$ cat config.mk
export PLATFORM = sky130hd
export DESIGN_NAME = uvc_lane_mux
export DESIGN_NICKNAME = d
export VERILOG_FILES = /design/src/rtl/uvc_lane_mux.sv
export SDC_FILE = /design/constraint.sdc
export NUM_CORES = 1
export LEC_CHECK = 0
export BUFFER_PORTS_ARGS = -buffer_cell sky130_fd_sc_hd__buf_4
export CAP_MARGIN = 5
export CORE_ASPECT_RATIO = 0.5
export CORE_UTILIZATION = 52
export CTS_CLUSTER_DIAMETER = 50
export CTS_CLUSTER_SIZE = 25
export DETAILED_ROUTE_END_ITERATION = 7
export GPL_ROUTABILITY_DRIVEN = 0
export PLACE_DENSITY = 0.87
export SLEW_MARGIN = 15
export SYNTH_ARGS = -nofsm -noshare
export SYNTH_HDL_FRONTEND = slang
export SYNTH_SLANG_ARGS = --single-unit
$ cat constraint.sdc
create_clock -name clk -period 2.7 [get_ports clk]
set_input_delay 0.27 -clock clk [delete_from_list [all_inputs] [get_ports clk]]
set_output_delay 0.27 -clock clk [all_outputs]
set_load 0.05 [all_outputs]
$ cat src/rtl/uvc_lane_mux.sv
// Read-mode selector between frame-buffer byte lanes and internal test patterns (ramp, bars, black).
// Latency 1 cycle from re to y_valid; no backpressure, and mode changes take effect only at a vblank rise.
module uvc_lane_mux #(
    parameter int DATA_WD     = 16,
    parameter int LANE_WD     = 8,
    parameter int NUM_LANES   = DATA_WD / LANE_WD,
    parameter int LINE_PIX    = 480,
    parameter int FRAME_LINES = 360,
    parameter int MODE_W      = $clog2(NUM_LANES + 3)
) (
    input  logic                           clk,
    input  logic                           rst,
    input  logic                           step,
    input  logic                           mode_load,
    input  logic [MODE_W-1:0]              mode_in,
    input  logic                           vblank,
    input  logic                           re,
    input  logic                           din_valid,
    input  logic [DATA_WD-1:0]             din,
    output logic [LANE_WD+15:0]            yuv_out,
    output logic                           y_valid,
    output logic [MODE_W-1:0]              mode_cur,
    output logic [MODE_W-1:0]              mode_pend,
    output logic [NUM_LANES+2:0]           led,
    output logic [$clog2(LINE_PIX)-1:0]    pix_x,
    output logic [$clog2(FRAME_LINES)-1:0] pix_y,
    output logic                           overrun,
    output logic                           underrun
);

    localparam int NUM_MODES = NUM_LANES + 3;
    localparam int M_RAMP    = NUM_LANES;
    localparam int M_BARS    = NUM_LANES + 1;
    localparam int XW        = $clog2(LINE_PIX);
    localparam int YW        = $clog2(FRAME_LINES);
    localparam int BW        = (LINE_PIX / 8 > 0) ? LINE_PIX / 8 : 1;
    localparam int SW        = (BW > 1) ? $clog2(BW) : 1;

    localparam logic [XW-1:0]     LAST_X  = XW'(LINE_PIX - 1);
    localparam logic [YW-1:0]     LAST_Y  = YW'(FRAME_LINES - 1);
    localparam logic [SW-1:0]     LAST_S  = SW'(BW - 1);
    localparam logic [MODE_W-1:0] LAST_M  = MODE_W'(NUM_MODES - 1);

    function automatic logic [7:0] bar_luma(input logic [2:0] idx);
        case (idx)
            3'd0:    bar_luma = 8'hEB;
            3'd1:    bar_luma = 8'hD2;
            3'd2:    bar_luma = 8'hAA;
            3'd3:    bar_luma = 8'h91;
            3'd4:    bar_luma = 8'h6A;
            3'd5:    bar_luma = 8'h51;
            3'd6:    bar_luma = 8'h29;
            default: bar_luma = 8'h10;
        endcase
    endfunction

    logic               vblank_q;
    logic               vb_rise;
    logic               pix_en;
    logic               eof;
    logic [SW-1:0]      bar_sub;
    logic [2:0]         bar_idx;
    logic [LANE_WD-1:0] y_q;
    logic [LANE_WD-1:0] y_nxt;
    logic [LANE_WD-1:0] lane_y;
    logic               lane_hit;
    logic [7:0]         ramp8;

    assign vb_rise = vblank & ~vblank_q;
    assign pix_en  = re & ~vblank;
    assign yuv_out = {y_q, 8'h80, 8'h80};

    // Staged mode: an explicit load wins over a step; illegal loads are dropped.
    always_ff @(posedge clk or posedge rst) begin
        if (rst) begin
            mode_pend <= '0;
        end else if (mode_load) begin
            if (int'(mode_in) < NUM_MODES)
                mode_pend <= mode_in;
        end else if (step) begin
            mode_pend <= (mode_pend == LAST_M) ? '0 : mode_pend + 1'b1;
        end
    end

    always_ff @(posedge clk or posedge rst) begin
        if (rst) begin
            vblank_q <= 1'b0;
            mode_cur <= '0;
        end else begin
            vblank_q <= vblank;
            if (vb_rise)
                mode_cur <= mode_pend;
        end
    end

    // Position tracking; once the last pixel of the frame is consumed the counters park until vblank.
    always_ff @(posedge clk or posedge rst) begin
        if (rst) begin
            pix_x   <= '0;
            pix_y   <= '0;
            eof     <= 1'b0;
            bar_sub <= '0;
            bar_idx <= '0;
        end else if (vb_rise) begin
            pix_x   <= '0;
            pix_y   <= '0;
            eof     <= 1'b0;
            bar_sub <= '0;
            bar_idx <= '0;
        end else if (pix_en && !eof) begin
            if (pix_x == LAST_X) begin
                if (pix_y == LAST_Y) begin
                    eof <= 1'b1;
                end else begin
                    pix_x   <= '0;
                    pix_y   <= pix_y + 1'b1;
                    bar_sub <= '0;
                    bar_idx <= '0;
                end
            end else begin
                pix_x <= pix_x + 1'b1;
                if (bar_sub == LAST_S) begin
                    bar_sub <= '0;
                    if (bar_idx != 3'd7)
                        bar_idx <= bar_idx + 1'b1;
                end else begin
                    bar_sub <= bar_sub + 1'b1;
                end
            end
        end
    end

    always_ff @(posedge clk or posedge rst) begin
        if (rst) begin
            overrun  <= 1'b0;
            underrun <= 1'b0;
        end else if (vb_rise) begin
            overrun  <= 1'b0;
            underrun <= 1'b0;
        end else if (pix_en) begin
            if (eof)
                overrun <= 1'b1;
            else if (lane_hit && !din_valid)
                underrun <= 1'b1;
        end
    end

    always_comb begin
        lane_y   = '0;
        lane_hit = 1'b0;
        for (int k = 0; k < NUM_LANES; k++) begin
            if (mode_cur == MODE_W'(k)) begin
                lane_y   = din[k*LANE_WD +: LANE_WD];
                lane_hit = 1'b1;
            end
        end
    end

    assign ramp8 = 8'(pix_x);

    always_comb begin
        y_nxt = '0;
        if (eof)
            y_nxt = '0;
        else if (lane_hit)
            y_nxt = din_valid ? lane_y : '0;
        else if (mode_cur == MODE_W'(M_RAMP))
            y_nxt = LANE_WD'(ramp8) << (LANE_WD - 8);
        else if (mode_cur == MODE_W'(M_BARS))
            y_nxt = LANE_WD'(bar_luma(bar_idx)) << (LANE_WD - 8);
    end

    always_ff @(posedge clk or posedge rst) begin
        if (rst) begin
            y_q     <= '0;
            y_valid <= 1'b0;
        end else begin
            y_valid <= pix_en;
            if (pix_en)
                y_q <= y_nxt;
        end
    end

    // Active-low one-hot of the committed mode.
    always_comb begin
        led = '1;
        for (int k = 0; k < NUM_MODES; k++) begin
            if (mode_cur == MODE_W'(k))
                led[k] = 1'b0;
        end
    end

endmodule

==> summary.md <==
| Metric | Value |
|---|---|
| Largest area contributor in the netlist | `dfrtp_1` |
| Number of top-level pins | `82` |
| Die Area | `5860 um2` |
| Buf/Inv on CP | `2` |
| Initial core utilization | `a little under three fifths` |
| CTS Hold Buffers Added | `0` |
| Worst Setup End Kind | `output pin` |
| Top cells by count, synth | `dfrtp_1, a21oi_1, nand2_1, o21ai_0, nand3_1` |
| Clock skew | `0.0100 ns` |
| Largest net degree at the start of global routing | `26` |
| CP max stage delay | `between 0.7 and 0.8 ns` |
| Data required, critical path | `2.43 ns` |
| Total Power | `between 2 and 2.5 mW` |
| Max Slew Vio Count | `0` |
| Critical path cell sequence | `clkinv_1 -> or2_2 -> buf_4` |
| Post-CTS Setup Inserts | `0` |
| Vias | `about 2700` |
| Post_cts resized | `0` |
| Total CTS buffers | `5` |
| Worst r2r src | `bar_idx[0]` |
| Core Util, Final | `around 67%` |
| Pre-CTS WS | `0.511 ns` |
| Worst Max-Slew Pin Slew | `0.922 ns` |
| Max_slew headroom | `38.2%` |
| Kind of critical path | `flip-flop to output pin` |
| Synthesized netlist cell count | `315` |
| Die Width | `107 um` |
| Status | `complete, no violations` |
| Post-route insts no fill | `around 440` |
| Critical path arrival | `2.03 ns` |
| Fraction of layout instances using a drive strength above 1 | `23.3%` |
| RSZ-0062 raised after global routing | `no` |
| Die Y | `54.6 um` |
| GRT Resource Usage Total | `26.6%` |
| Htree depth | `2` |
| # port buffers | `between 60 and 70` |
| Fin crit share | `85.3%` |
| Post-route cell area | `3430 um2` |
| Seq pwr share | `42.4%` |
| Psw | `0.870 mW` |
| Leakage power | `1.58 nW` |
| R2R depth | `6` |
| CORE AREA | `5110 um2` |
| Comb power frac | `37.8%` |
| Internal power | `1.18 mW` |
| PnR worst setup slack | `0.396 ns` |
| P&R area growth vs syn | `19.3%` |
| Syn. warnings | `0` |
| Count leader, synth | `dfrtp_1` |
| CP startpoint | `mode_cur[0]` |
| Clock Tree Buf Depth | `2` |
| Number of synthesized flops with an enable pin | `0` |
| Class of the worst hold path | `input pin to asynchronous set/reset pin` |
| Flops & latches, synth | `46` |
| WP depth | `3` |
| Fmax | `0.434 GHz` |
| PwrDens | `599 nW/um2` |
| Antenna cell count | `0` |
| Share of the synthesized area in the top cell type | `40.0%` |
| Routed WL per cell | `16.8 um` |
| Min cycle time layout | `between 2 and 2.5 ns` |
| Initial DRC Count | `181` |
| CTS tree | `built` |
| R2R setup slack | `0.41 ns` |
| Slowest cell on crit path | `dfrtp_1` |
| Area after DPL | `roughly 3400 um2` |
| Vias in the first global route | `around 2400` |
| Routed WL | `7.48 mm` |
| Clk pwr share | `19.8%` |
| Drt drc | `0` |
| Final setup fails | `0` |
| CP Max Fanout | `17` |
| Sw Share | `42.3%` |
| Via/cell ratio | `6.05` |
| Worst hold margin | `0.0495 ns` |
| Synth cell types | `59` |
| Clk sinks | `46` |
| Max_cap viols | `0` |
| Maximum VDD drop | `about 330 uV` |
| Core Rows | `18` |
| First-pass GRT wire length | `roughly 12 mm` |
| Worst skew pair latency | `0.30 ns` |
| Family with the most delay on the worst path | `flip-flops` |
| Syn Area/Cell | `9.14 um2` |
| Share of flip-flops with an asynchronous set or reset | `100%` |
| Nets | `~400` |
| Initial antenna violation count | `0` |
| Top FF cell, synth | `dfrtp_1` |
| DR pass1 iterations | `5` |
| RR Endpoint | `y_q[3]` |
| Remaining antenna violation count | `0` |
| Grt ovf | `0` |
| Synthesized cell area | `roughly 2900 um2` |
| Sequential area share after synthesis | `40.0%` |
| Critical Path End | `led[3]` |
| DP Cell Count | `437` |
| Critical path startpoint category | `flip-flop` |
| DP HPWL | `5.46 mm` |
| Sum Neg Setup Slack | `0 ns` |
| Worst-path clk slew | `0.09 ns` |
| Root cell of the clock tree | `clkbuf_8` |
| Final hold vios | `0` |
| Synth top area cells | `dfrtp_1, a21oi_1, ha_1` |
## worst register-to-register path: stages (launching register included)
cell	delay (ns)
dfrtp_1	0.46
ha_1	0.28
ha_1	0.21
o41ai_1	0.64
o21ai_0	0.27
a21oi_1	0.18
o21ai_0	0.12
## cell families (layout without fill, tap and decap cells)
kind of cell	after synthesis	in the layout	synth area share, %
flops	46	46	40.0
fa+ha+maj	12	12	5.48
compound gates	93	93	20.9
xor+xnor	1	1	0.304
buf+inv	47	92	8.34
mux	11	11	4.00
other cells	2	16	0.261
simple gates	103	103	20.8
## final cells by class
cell class,count,area (um2)
timing repair buffer,68,510
sequential,46,1150
tap,70,87.6
multi-input combinational,236,1540
fill,411,1680
inverter,17,63.8
clock inverter,1,7.51
clock buffer,6,72.6
## power groups by stage
stage | combinational [mW] | sequential [mW] | clock, mW
after detailed placement | 0.771 | 0.881 | 0
after global routing | 0.827 | 0.883 | 0.446
after floorplan | 0.384 | 1.05 | 0
after CTS | 0.775 | 0.868 | 0.410
after global placement | 0.753 | 0.874 | 0
final | 0.777 | 0.870 | 0.408
## state kept, by name, indices dropped and copies added (netlist names)
register / cells
bar_idx: 3
vblank_q: 1
overrun: 1
y_valid: 1
pix_x: 9
mode_cur: 3
eof: 1
mode_pend: 3
y_q: 8
underrun: 1
bar_sub: 6
pix_y: 9
## routing by layer
layer	share of wire, %	up-vias	routed length (um)	GRT usage [%]
met5	0	-	0	0
met4	2.2	0	165	12.1
met3	5.7	20	424	4.76
met2	47	98	3530	44.1
met1	45	1297	3360	35.1
li1	-	1270	-	-
## placed cells by master, fill, tap and decap left out, types with 6 or more instances in the layout
| master | n |
|---|---|
| buf_4 | 68 |
| dfrtp_1 | 46 |
| a21oi_1 | 28 |
| nand2_1 | 23 |
| o21ai_0 | 19 |
| nand3_1 | 18 |
| conb_1 | 16 |
| inv_1 | 15 |
| ha_1 | 11 |
| nor2_1 | 9 |
| o31ai_1 | 9 |
| nand4_1 | 8 |
| or4_1 | 8 |
| mux2i_1 | 7 |
| nand2b_1 | 6 |
## worst min path at each step
stage / slack, ns / to / from / cells past startpoint
CTS: 0.08 / vblank_q / rst / 2
floorplan: 0.30 / vblank_q / vblank / 0
detailed placement: 0.40 / y_valid / rst / 2
global route: 0.09 / vblank_q / rst / 2
finish: 0.05 / pix_y[2] / rst / 2
global placement: 0.38 / vblank_q / rst / 2
Note: power is estimated with default switching activity, not from simulation.
